$ cat src/rtl/fadd_arbiter.sv
// -----------------------------------------------------------------------------
// fadd_arbiter
//
// Shares one external floating-point adder between N requesters. A round-robin
// search picks one eligible requester per cycle, its operands are registered
// onto fa_x1/fa_x2, and a tag pipeline (LAT+1 stages) follows the add through
// the adder so the sampled fa_y can be returned to its owner as a one-cycle
// resp_valid pulse. Each requester may have only one add outstanding; busy
// marks the requesters whose add is still in flight.
//
// Build option:
//   FADD_ARB_SUB_EN - when defined, req_op[i]=1 flips the sign of x2 on issue
//                     so the shared adder computes x1 - x2. When undefined,
//                     req_op is ignored and no extra logic is built.
//
// Parameters:
//   N    number of requesters (2..8)
//   LAT  adder pipeline depth in cycles (0 = combinational adder)
//
// Ports:
//   clk         clock, all state on rising edge
//   rstn        asynchronous active-low reset
//   req_valid   [N]     request present, per requester
//   req_x1      [32*N]  operand 1, requester i in bits [32*i+31:32*i]
//   req_x2      [32*N]  operand 2, same packing
//   req_op      [N]     1 = subtract (FADD_ARB_SUB_EN builds only)
//   req_ready   [N]     one-hot grant, handshake on req_valid & req_ready
//   resp_valid  [N]     one-hot result pulse
//   resp_y      [32]    result, qualified by resp_valid, holds otherwise
//   fa_x1/fa_x2 [32]    operands to the adder
//   fa_y        [32]    result from the adder
//   busy        [N]     requester has an add in flight
// -----------------------------------------------------------------------------
module fadd_arbiter #(
    parameter int N   = 4,
    parameter int LAT = 0
) (
    input  logic            clk,
    input  logic            rstn,
    input  logic [N-1:0]    req_valid,
    input  logic [32*N-1:0] req_x1,
    input  logic [32*N-1:0] req_x2,
    input  logic [N-1:0]    req_op,
    output logic [N-1:0]    req_ready,
    output logic [N-1:0]    resp_valid,
    output logic [31:0]     resp_y,
    output logic [31:0]     fa_x1,
    output logic [31:0]     fa_x2,
    input  logic [31:0]     fa_y,
    output logic [N-1:0]    busy
);

    localparam int IDW = $clog2(N);
    // A single requester still needs a one-bit id to keep the vectors legal.
    localparam int TW  = (IDW > 0) ? IDW : 1;

    logic [31:0]   x1_arr_s [N];
    logic [31:0]   x2_arr_s [N];
    logic [N-1:0]  elig_s;
    logic [N-1:0]  grant_s;
    logic [N-1:0]  done_s;
    logic          hs_s;
    logic [TW-1:0] gidx_s;
    logic [TW-1:0] cand_s;
    logic [TW-1:0] rr_next_s;
    logic [31:0]   x2_sel_s;
    int            idx_s;

    logic [TW-1:0] rr_ptr_r;
    logic [N-1:0]  busy_r;
    logic [N-1:0]  resp_valid_r;
    logic [31:0]   resp_y_r;
    logic [31:0]   fa_x1_r;
    logic [31:0]   fa_x2_r;
    logic          tag_vld_r [0:LAT];
    logic [TW-1:0] tag_id_r  [0:LAT];

    for (genvar i = 0; i < N; i++) begin : g_unpack
        assign x1_arr_s[i] = req_x1[32*i +: 32];
        assign x2_arr_s[i] = req_x2[32*i +: 32];
    end

    assign elig_s = req_valid & ~busy_r;

    // Round-robin search from rr_ptr, wrapping modulo N; first eligible wins.
    always_comb begin
        grant_s = {N{1'b0}};
        gidx_s  = {TW{1'b0}};
        cand_s  = {TW{1'b0}};
        hs_s    = 1'b0;
        idx_s   = 0;
        for (int k = 0; k < N; k++) begin
            idx_s = int'(rr_ptr_r) + k;
            if (idx_s >= N) begin
                idx_s = idx_s - N;
            end else begin
                idx_s = idx_s;
            end
            cand_s = TW'(idx_s);
            if (!hs_s && elig_s[cand_s]) begin
                hs_s            = 1'b1;
                grant_s[cand_s] = 1'b1;
                gidx_s          = cand_s;
            end else begin
                hs_s = hs_s;
            end
        end
    end

    // Pointer moves to the requester just after the winner.
    always_comb begin
        rr_next_s = {TW{1'b0}};
        if (gidx_s == TW'(N - 1)) begin
            rr_next_s = {TW{1'b0}};
        end else begin
            rr_next_s = gidx_s + TW'(1);
        end
    end

    // One-hot owner of the add whose result is on fa_y this cycle.
    always_comb begin
        done_s = {N{1'b0}};
        if (tag_vld_r[LAT]) begin
            done_s[tag_id_r[LAT]] = 1'b1;
        end else begin
            done_s = {N{1'b0}};
        end
    end

`ifdef FADD_ARB_SUB_EN
    // Subtract is a sign flip of x2; the adder does the rest.
    assign x2_sel_s = {x2_arr_s[gidx_s][31] ^ req_op[gidx_s], x2_arr_s[gidx_s][30:0]};
`else
    assign x2_sel_s = x2_arr_s[gidx_s];
    logic unused_op_s;
    assign unused_op_s = ^req_op;
`endif

    // Operand issue registers and round-robin pointer, updated on handshake.
    always_ff @(posedge clk or negedge rstn) begin
        if (!rstn) begin
            fa_x1_r  <= 32'h0000_0000;
            fa_x2_r  <= 32'h0000_0000;
            rr_ptr_r <= {TW{1'b0}};
        end else if (hs_s) begin
            fa_x1_r  <= x1_arr_s[gidx_s];
            fa_x2_r  <= x2_sel_s;
            rr_ptr_r <= rr_next_s;
        end
    end

    // Tag stage 0 records which requester issued this cycle, if any.
    always_ff @(posedge clk or negedge rstn) begin
        if (!rstn) begin
            tag_vld_r[0] <= 1'b0;
            tag_id_r[0]  <= {TW{1'b0}};
        end else begin
            tag_vld_r[0] <= hs_s;
            tag_id_r[0]  <= gidx_s;
        end
    end

    for (genvar s = 1; s <= LAT; s++) begin : g_tag
        // Tag stage s follows the adder pipeline one cycle behind stage s-1.
        always_ff @(posedge clk or negedge rstn) begin
            if (!rstn) begin
                tag_vld_r[s] <= 1'b0;
                tag_id_r[s]  <= {TW{1'b0}};
            end else begin
                tag_vld_r[s] <= tag_vld_r[s-1];
                tag_id_r[s]  <= tag_id_r[s-1];
            end
        end
    end

    // Completion: sample fa_y, pulse the owner and release its busy flag.
    // Issue and completion never target the same requester in one edge,
    // since a busy requester cannot be granted.
    always_ff @(posedge clk or negedge rstn) begin
        if (!rstn) begin
            resp_valid_r <= {N{1'b0}};
            resp_y_r     <= 32'h0000_0000;
            busy_r       <= {N{1'b0}};
        end else begin
            resp_valid_r <= done_s;
            busy_r       <= (busy_r & ~done_s) | grant_s;
            if (tag_vld_r[LAT]) begin
                resp_y_r <= fa_y;
            end
        end
    end

    // No grant is offered while reset is asserted.
    assign req_ready  = grant_s & {N{rstn}};
    assign resp_valid = resp_valid_r;
    assign resp_y     = resp_y_r;
    assign fa_x1      = fa_x1_r;
    assign fa_x2      = fa_x2_r;
    assign busy       = busy_r;

endmodule
$ cat config.mk
export PLATFORM = sky130hd
export DESIGN_NAME = fadd_arbiter
export DESIGN_NICKNAME = d
export VERILOG_FILES = /design/src/rtl/fadd_arbiter.sv
export SDC_FILE = /design/constraint.sdc
export NUM_CORES = 1
export LEC_CHECK = 0
export ABC_AREA = 1
export ABC_CLOCK_PERIOD_IN_PS = 2180
export BUFFER_PORTS_ARGS = -buffer_cell sky130_fd_sc_hd__buf_4
export CAP_MARGIN = 20
export CELL_PAD_IN_SITES_DETAIL_PLACEMENT = 1
export CELL_PAD_IN_SITES_GLOBAL_PLACEMENT = 2
export CORE_MARGIN = 5
export CORE_UTILIZATION = 20
export CTS_CLUSTER_SIZE = 30
export DETAILED_ROUTE_END_ITERATION = 8
export PLACE_DENSITY_LB_ADDON = 0.1
export SLEW_MARGIN = 20
export SYNTH_ARGS = -nofsm -noshare
export SYNTH_HDL_FRONTEND = slang
export SYNTH_SLANG_ARGS = --single-unit
export TNS_END_PERCENT = 30
$ cat constraint.sdc
create_clock -name clk -period 2.18 [get_ports clk]
set_input_delay 0.109 -clock clk [delete_from_list [all_inputs] [get_ports clk]]
set_output_delay 0.109 -clock clk [all_outputs]
set_load 0.02 [all_outputs]
==> flow_metrics.env, run 1 <==
export IMPL_post_route_period_util_pct=106
export IMPL_yosys_area_share_xor_xnor_pct=0
export IMPL_synth_ff_latch_count=109
export IMPL_violations="setup timing"
export IMPL_clock_latency_ps=370
export IMPL_clockBufferDepth=2
export IMPL_cp_startpoint="rr_ptr_r[0]$_DFFE_PN0P_"
export IMPL_drc=0
export IMPL_startpoint_type="flip-flop"
export IMPL_synth_compound_area_share_pct=5.35
export IMPL_pwr_share_comb_pct=79.7
export IMPL_relSlewSlack_pct=49.9
export IMPL_leakagePower_nw=6.89
export IMPL_cp_max_fo=35
export IMPL_drt_total_wl_um=38900
export IMPL_p_int_w=0.0135
export IMPL_grt_overflow_total=0
export IMPL_drv_slew=0
export IMPL_final_setup_viol_count=68
export IMPL_r2r_end="fa_x1[18]$_DFFE_PN0P_"
export IMPL_drtPass1Iterations=4
export IMPL_min_path_type="in -> reg"
export IMPL_grt_start_max_net_pins=110
export IMPL_die_x_um=199
export IMPL_cap_viol_max_count=0
export IMPL_reg2reg_slack_ps=-130
export IMPL_dp_slack_ps=-465
export IMPL_min_path_cells=4
export IMPL_layout_drive_gt1_share_pct=42.4
export IMPL_synthAdderAreaFrac_pct=1.40
export IMPL_final_cell_mix="nand2_1, buf_4, nand3_1"
export IMPL_synth_top_family_by_area="simple AND/OR/NAND/NOR gates"
export IMPL_vias=8661
export IMPL_crit_end="fa_x1[18]$_DFFE_PN0P_"
export IMPL_fin_crit_ps=2310
export IMPL_crit_required_ps=2460
export IMPL_final_common_cell="nand2_1"
export IMPL_yosys_area_top_type="dfrtp_1"
export IMPL_synth_seq_area_share_pct=38.1
export IMPL_tns_ps=-5850
export IMPL_synth_distinct_cells=30
export IMPL_cts_buffers=9
export IMPL_die_area_um2=39700
export IMPL_hpwl_um=27400
export IMPL_fillers=4354
export IMPL_synth_area_per_cell_um2=6.75
export IMPL_syn_to_final_growth_pct=80.4
export IMPL_ys_warn_count=0
export IMPL_antenna_found_initial=8
export IMPL_antenna_left=0
export IMPL_start_util_pct=20.2
export IMPL_critPathKind="reg -> reg"
export IMPL_r2r_start="rr_ptr_r[0]$_DFFE_PN0P_"
export IMPL_portBuffers=401
export IMPL_place_congestion=0.795
export IMPL_clkPwrFrac_pct=6.6
export IMPL_cp_arrival_ps=2590
export IMPL_fmax_ghz=0.433
export IMPL_peakVddDrop_uv=1220
export IMPL_htreeDepth=3
export IMPL_die_height_um=199
export IMPL_synth_simple_area_share_pct=46.2
export IMPL_fin_worst_skew_ps=14.9
export IMPL_path_clk_slew_ps=100
export IMPL_powerDensity_nw_per_um2=2140
export IMPL_setup_ws_ps=-131
export IMPL_cts_root_buf="clkbuf_16"
export IMPL_cp_end_kind="flip-flop"
export IMPL_status="finished, violations left"
export IMPL_drt_initial_drc_count=272
export IMPL_via_per_inst=4.33
export IMPL_grt_pass1_vias=9424
export IMPL_syn_num_nets=1367
export IMPL_synth_area_mux_share_pct=0
export IMPL_hold_ws_ps=34.5
export IMPL_finalHoldViolCount=0
export IMPL_wl_per_cell_um=19.5
export IMPL_final_util_pct=36.4
export IMPL_globalRouteTotalUtil_pct=18.6
export IMPL_reg2reg_depth=12
export IMPL_p_sw_share_pct=51.1
export IMPL_cts_tree="yes"
export IMPL_rsz0062_at_grt="true"
export IMPL_worst_slew_pin_slew_ps=751
export IMPL_core_um2=35500
export IMPL_synth_cell_area_um2=7160
export IMPL_synthDominantCellAreaShare_pct=38.1
export IMPL_seqPwrFrac_pct=13.7
export IMPL_cts_sinks=109
export IMPL_grt_pass1_wl_um=56700
export IMPL_p_sw_w=0.0142
export IMPL_synth_area_leaders="dfrtp_1, nand2_1, nand3_1, or2_1, inv_1"
export IMPL_io_pins=406
export IMPL_std_cell_rows=69
export IMPL_syn_inst=1061
export IMPL_nets=1835
## power by group through the flow
stage,clock network (W),registers (W),logic (W)
floorplan,0,0.00487,0.00972
global placement,0,0.00379,0.0171
detailed placement,0,0.00382,0.0176
CTS,0.00194,0.00380,0.0216
global route,0.00199,0.00391,0.0244
finish,0.00183,0.00379,0.0221
## flip-flops by register name, indices dropped and copies added (netlist names)
name / cells
fa_x1: 32
fa_x2: 32
resp_y: 32
busy: 4
resp_valid: 4
rr_ptr_r: 2
tag_id_r: 2
tag_vld_r: 1
## metal layers
layer / GRT usage, % / wire (um) / vias to the layer above
met5: 0 / 75 / -
met1: 23.6 / 16600 / 4116
met2: 30.8 / 18500 / 224
met3: 5.38 / 2630 / 50
met4: 5.75 / 1020 / 10
li1: - / - / 4261
## kinds of logic after synthesis
logic type | after synthesis
flip-flops | 109
adder cells (fa/ha/maj) | 8
AND/OR/NAND/NOR | 749
AO/OA/AOI/OAI | 54
buffers and inverters | 141
## cells in the mapped netlist, drive strengths merged
| master | count |
|---|---|
| o221ai | 4 |
| nand2 | 485 |
| nand3 | 174 |
| o211ai | 1 |
| nor3 | 4 |
| a21boi | 38 |
| o21ai | 4 |
| dfrtp | 109 |
| inv | 71 |
| nor2 | 8 |
| clkinv | 2 |
| clkbuf | 36 |
| a21oi | 7 |
| buf | 32 |
| or2 | 76 |
| nand4 | 2 |
| ha | 8 |
## worst min path at each step
stage / slack, ps / start / to
after floorplan: -190 / rstn / busy[0]$_DFF_PN0_
after global routing: 40 / req_x1[53] / fa_x1[21]$_DFFE_PN0P_
final: 30 / req_x1[12] / fa_x1[12]$_DFFE_PN0P_
after global placement: 300 / rstn / fa_x1[2]$_DFFE_PN0P_
after detailed placement: 310 / rstn / fa_x1[2]$_DFFE_PN0P_
after CTS: 10 / req_x1[12] / fa_x1[12]$_DFFE_PN0P_
## area by class of cell
type                       count  area, um2  share of cell area (%)
antenna                        3       7.51                  0.0581
clock buffer                   9        225                    1.74
clock inverter                 7       93.8                   0.727
inverter                      73        292                    2.26
multi-input combinational    812       4350                    33.7
sequential                   109       2730                    21.1
tap                          461        577                    4.47
timing repair buffer         524       4630                    35.9
## worst max-delay path: stages, from the launching register on
cell	delay, ps
dfrtp_2	460
inv_8	50
ha_4	300
nand3_2	100
nand2_4	120
nand4_4	140
buf_6	160
nand2_8	110
nand2_8	130
buf_12	200
or2_2	290
nand3_1	80
nand2_1	50
## repair_timing
action                                 4_1_cts  5_1_grt
setup endpoints to repair                   72       69
cloned                                      14        3
hold buffers                                33        0
resized for setup                          121       76
buffers inserted                            18        6
pin swaps                                   33       44
endpoints found under the hold margin      141        0
## per-stage QoR
step	instances	cell area [um2]	total power (W)
finish	1998	12900	0.0277
global route	1998	12900	0.0303
CTS	1991	12500	0.0273
detailed placement	1910	11000	0.0214
global placement	1909	10900	0.0208
floorplan	1061	7200	0.0146
Note: power is estimated with default switching activity, not from simulation.
==> inputs of run 2 (changes only) <==
CAP_MARGIN = 0   (was 20)
CORE_ASPECT_RATIO = 0.75   (was not set)
==> run 2 against run 1 <==
  * Cell count increased by 1.0%
  * Non-clock buffer count increased by 15
  * Worst hold slack improved by 0.96 ps
  * The flow still finishes with violations (setup timing)
  * Critical endpoint is now fa_x1[29]$_DFFE_PN0P_
  * Critical path type unchanged
  * Clock power decreased by 3%
==> flow_metrics.env, run 2 (synthesized netlist as in run 1, its figures left out) <==
export IMPL_status="finished, violations left"
export IMPL_violations="setup timing"
export IMPL_io_pins=406
export IMPL_r2r_end="fa_x1[29]$_DFFE_PN0P_"
export IMPL_clock_latency_ps=380
export IMPL_final_setup_viol_count=69
export IMPL_crit_required_ps=2490
export IMPL_reg2reg_depth=16
export IMPL_grt_start_max_net_pins=70
export IMPL_layout_drive_gt1_share_pct=43.9
export IMPL_powerDensity_nw_per_um2=2180
export IMPL_htreeDepth=3
export IMPL_critPathKind="reg -> reg"
export IMPL_final_common_cell="buf_4"
export IMPL_place_area_um2=11300
export IMPL_reg2reg_slack_ps=-170
export IMPL_antenna_found_initial=4
export IMPL_final_cell_area_um2=13100
export IMPL_fillers=4324
export IMPL_grt_pass1_vias=9435
export IMPL_std_cell_rows=60
export IMPL_setup_ws_ps=-169
export IMPL_nets=1849
export IMPL_post_route_period_util_pct=108
export IMPL_fin_crit_ps=2350
export IMPL_cp_top_family="simple AND/OR/NAND/NOR gates"
export IMPL_drt_total_wl_um=38800
export IMPL_cts_tree="yes"
export IMPL_die_area_um2=39700
export IMPL_path_clk_slew_ps=90
export IMPL_cp_num_cells=16
export IMPL_drc=0
export IMPL_crit_buf_inv=6
export IMPL_hpwl_um=28400
export IMPL_cts_root_buf="clkbuf_16"
export IMPL_antenna_left=0
export IMPL_drv_slew=0
export IMPL_finalHoldViolCount=0
export IMPL_cp_arrival_ps=2660
export IMPL_drt_initial_drc_count=307
export IMPL_worst_path_max_delay_cell="dfrtp_2"
export IMPL_fmax_ghz=0.426
export IMPL_startpoint_type="flip-flop"
export IMPL_clockBufferDepth=2
export IMPL_globalRouteTotalUtil_pct=18.3
export IMPL_grt_overflow_total=0
export IMPL_crit_end="fa_x1[29]$_DFFE_PN0P_"
export IMPL_hold_ws_ps=35.5
export IMPL_cp_end_kind="flip-flop"
export IMPL_grt_pass1_wl_um=56700
export IMPL_cts_buffers=9
export IMPL_final_cell_mix="buf_4, nand2_1, nand3_1"
export IMPL_place_congestion=0.778
export IMPL_peakVddDrop_uv=1500
export IMPL_worst_slew_pin_slew_ps=516
export IMPL_drtPass1Iterations=4
export IMPL_relSlewSlack_pct=65.4
export IMPL_cp_max_fo=7
export IMPL_leakagePower_nw=7.00
export IMPL_crit_path_cell_trace="inv_8, ha_4, inv_4, nand3_4, nand2_4, buf_6, nand4_1, nand2_2, nand2_2, nand2_4, clkinv_8, nor2_4, buf_12, clkbuf_16, nand3_1, nand2_1"
export IMPL_portBuffers=401
export IMPL_core_um2=35600
export IMPL_r2r_start="rr_ptr_r[0]$_DFFE_PN0P_"
export IMPL_wl_per_cell_um=19.2
export IMPL_die_x_um=228
export IMPL_syn_to_final_growth_pct=83.1
export IMPL_die_height_um=174
export IMPL_start_util_pct=20.1
export IMPL_dp_slack_ps=-219
export IMPL_fin_worst_skew_ps=12.5
export IMPL_rsz0062_at_grt="true"
export IMPL_min_path_type="in -> reg"
export IMPL_via_per_inst=4.32
export IMPL_vias=8708
export IMPL_slowest_delay_ps=480
export IMPL_cap_viol_max_count=0
export IMPL_cp_startpoint="rr_ptr_r[0]$_DFFE_PN0P_"
export IMPL_tns_ps=-8360
export IMPL_cts_sinks=109
==> run 2: final cells by class <==
class	instances	area, um2	area share, %
multi-input cells	811	4410	33.7
clock buffers	9	225	1.72
repair buffers	539	4760	36.3
clock inverters	7	76.3	0.582
diodes	5	12.5	0.0955
flip-flops and latches	109	2730	20.8
well taps	465	582	4.44
inverters	73	304	2.32
==> run 2: worst min-delay path by stage <==
stage / startpoint / endpoint / slack (ps) / depth (start not counted)
detailed placement: rstn / fa_x1[10]$_DFFE_PN0P_ / 240 / 2
CTS: req_x1[85] / fa_x1[21]$_DFFE_PN0P_ / 4 / 5
floorplan: rstn / busy[0]$_DFF_PN0_ / -190 / 0
finish: req_x1[77] / fa_x1[13]$_DFFE_PN0P_ / 40 / 5
global placement: rstn / fa_x1[17]$_DFFE_PN0P_ / 250 / 2
global route: req_x1[77] / fa_x1[13]$_DFFE_PN0P_ / 30 / 5
==> run 2: power by group <==
| part | internal, W | total (W) | switching [W] |
|---|---|---|---|
| clock | 0.000822 | 0.00177 | 0.000944 |
| sequential | 0.00321 | 0.00378 | 0.000573 |
| combinational | 0.0101 | 0.0230 | 0.0129 |
| total | 0.0142 | 0.0285 | 0.0144 |
==> run 2: what timing repair did <==
| item | 4_1_cts | 5_1_grt |
|---|---|---|
| setup buffers | 16 | 10 |
| gates cloned | 2 | 11 |
| endpoints found under the hold margin | 100 | 0 |
| setup endpoints to repair | 69 | 70 |
| pin swaps | 14 | 38 |
| gates resized for setup | 69 | 112 |
| hold buffers | 33 | 0 |
==> run 2: worst min-delay path, stage by stage <==
cell      delay (ps)
buf_4             80
nand2_1           40
nand2_1           50
a21boi_1          50
nand2_1           50
==> run 2: per-layer routing <==
metal / global-route usage [%] / routed length (um) / vias up
li1: - / - / 4288
met1: 22.8 / 16700 / 4222
met2: 31.3 / 19300 / 172
met3: 5.86 / 2230 / 24
met4: 4.06 / 547 / 2
met5: 0 / 11 / -
==> run 2: stage by stage <==
step	power (W)	instances	utilization [%]
after CTS	0.0259	1994	34.7
final	0.0285	2018	36.8
after global routing	0.0312	2015	36.8
after global placement	0.0224	1927	31.6
after detailed placement	0.0226	1927	31.6
after floorplan	0.0146	1061	-
==> inputs of run 3 (changes only) <==
RECOVER_POWER = 25   (was not set)
==> run 3 against run 2 <==
  * Wire length barely moved
  * Sequential share of layout area barely moved
  * Non-clock buffer count did not move
  * Power barely moved
  * First-iteration DRC count rose by 3.3%
  * Critical path depth did not move
  * Core utilization barely moved
  * Combinational power barely moved
  * Clock power barely moved
  * The run still ends with setup timing left
  * Cell count barely moved
==> flow_metrics.env, run 3 (synthesized netlist as in run 1, its figures left out) <==
export IMPL_power_w=0.0285
export IMPL_io_pins=406
export IMPL_layout_drive_gt1_share_pct=43.9
export IMPL_final_setup_viol_count=69
export IMPL_fmax_ghz=0.425
export IMPL_grt_overflow_total=0
export IMPL_leakagePower_nw=7.00
export IMPL_drt_met1_wl_um=16800
export IMPL_nets=1849
export IMPL_final_cell_area_um2=13100
export IMPL_final_common_cell="buf_4"
export IMPL_post_route_period_util_pct=108
export IMPL_core_um2=35600
export IMPL_cp_arrival_ps=2660
export IMPL_place_inst=1927
export IMPL_crit_end="fa_x1[29]$_DFFE_PN0P_"
export IMPL_globalRouteTotalUtil_pct=18.3
export IMPL_routed_top_layer="met5"
export IMPL_fin_crit_ps=2350
export IMPL_std_cell_rows=60
export IMPL_portBuffers=401
export IMPL_final_cell_mix="buf_4, nand2_1, nand3_1"
export IMPL_final_util_pct=36.8
export IMPL_finalHoldViolCount=0
export IMPL_relSlewSlack_pct=25.9
export IMPL_powerDensity_nw_per_um2=2180
export IMPL_setup_ws_ps=-171
export IMPL_tns_ps=-8510
export IMPL_cap_viol_max_count=0
export IMPL_drt_initial_drc_count=317
export IMPL_peakVddDrop_uv=1500
export IMPL_rsz0062_at_grt="true"
export IMPL_wl_per_cell_um=19.2
export IMPL_r2r_start="rr_ptr_r[0]$_DFFE_PN0P_"
export IMPL_startpoint_type="flip-flop"
export IMPL_clockBufferDepth=2
export IMPL_r2r_end="fa_x1[29]$_DFFE_PN0P_"
export IMPL_cts_tree="yes"
export IMPL_syn_to_final_growth_pct=82.9
export IMPL_min_path_type="in -> reg"
export IMPL_place_congestion=0.778
export IMPL_hpwl_um=28400
export IMPL_antenna_left=0
export IMPL_ff_latch_area_um2=2730
export IMPL_start_util_pct=20.1
export IMPL_crit_required_ps=2490
export IMPL_path_clk_slew_ps=90
export IMPL_drt_total_wl_um=38800
export IMPL_met2WireLength_um=19200
export IMPL_grt_pass1_vias=9435
export IMPL_fin_cells=2017
export IMPL_die_x_um=228
export IMPL_fin_worst_skew_ps=11.6
export IMPL_cts_root_buf="clkbuf_16"
export IMPL_fillers=4326
export IMPL_antenna_found_initial=5
export IMPL_cp_max_fo=7
export IMPL_drtPass1Iterations=4
export IMPL_worst_slew_pin_slew_ps=1110
export IMPL_grt_pass1_wl_um=56700
export IMPL_htreeDepth=3
export IMPL_wl_met3_um=2220
export IMPL_reg2reg_slack_ps=-170
export IMPL_cts_buffers=9
export IMPL_place_area_um2=11300
export IMPL_clock_latency_ps=380
export IMPL_cp_end_kind="flip-flop"
export IMPL_cts_sinks=109
export IMPL_drc=0
export IMPL_critPathKind="reg -> reg"
export IMPL_reg2reg_depth=16
export IMPL_cp_startpoint="rr_ptr_r[0]$_DFFE_PN0P_"
export IMPL_grt_start_max_net_pins=70
export IMPL_die_area_um2=39700
export IMPL_status="finished, violations left"
export IMPL_multi_input_area_um2=4410
export IMPL_die_height_um=174
export IMPL_vias=8700
export IMPL_via_per_inst=4.31
export IMPL_drv_slew=0
export IMPL_violations="setup timing"
## run 3: changes by cell type in the layout (fill, tap and decap cells not counted), sizes merged
cell and change:
clkbuf +1, diode -1, buf -1
## run 3: final cells by class
cell class,count,area share (%)
diodes,4,0.0765
clock buffers,9,1.72
clock inverters,7,0.583
inverters,73,2.32
multi-input cells,811,33.7
flip-flops and latches,109,20.9
well taps,465,4.44
repair buffers,539,36.3
## run 3: repair_timing
item	in CTS	in global routing
cloned	2	11
resized for setup	69	112
endpoints found under the setup margin	69	70
hold endpoints to repair	100	0
hold buffers	33	0
buffers inserted	16	10
pin swaps	14	38
## run 3: worst max-delay path: stages, from the launching register on
cell,delay [ps]
dfrtp_2,480
inv_8,100
ha_4,220
inv_4,90
nand3_4,70
nand2_4,110
buf_6,110
nand4_1,120
nand2_2,110
nand2_2,70
nand2_4,110
clkinv_8,100
nor2_4,160
buf_12,150
clkbuf_16,160
nand3_1,70
nand2_1,60
## run 3: through the flow
step | hold slack [ps] | setup slack (ps)
floorplan | -187 | 4.95
global placement | 253 | -115
detailed placement | 239 | -219
CTS | 4.45 | -118
global route | 27.0 | -279
finish | 32.3 | -171
## run 3: worst min-delay path by stage
stage | from | to | slack, ps | cells past startpoint
after floorplan | rstn | busy[0]$_DFF_PN0_ | -190 | 0
after global placement | rstn | fa_x1[17]$_DFFE_PN0P_ | 250 | 2
after detailed placement | rstn | fa_x1[10]$_DFFE_PN0P_ | 240 | 2
after CTS | req_x1[85] | fa_x1[21]$_DFFE_PN0P_ | 4 | 5
after global routing | req_x1[77] | fa_x1[13]$_DFFE_PN0P_ | 30 | 5
final | req_x1[77] | fa_x1[13]$_DFFE_PN0P_ | 30 | 5
## run 3: per-layer routing
layer	vias up	GRT usage (%)
met2	170	31.3
met3	26	5.86
met1	4218	22.8
li1	4284	-
met5	-	0
met4	2	4.06
## run 3: report_power, final
group	switching, W	internal [W]	total (W)	leakage, nW
Clock	0.000940	0.000821	0.00176	0.149
Sequential	0.000573	0.00321	0.00378	1.30
Combinational	0.0129	0.0101	0.0230	5.55
Total	0.0144	0.0141	0.0285	7.00
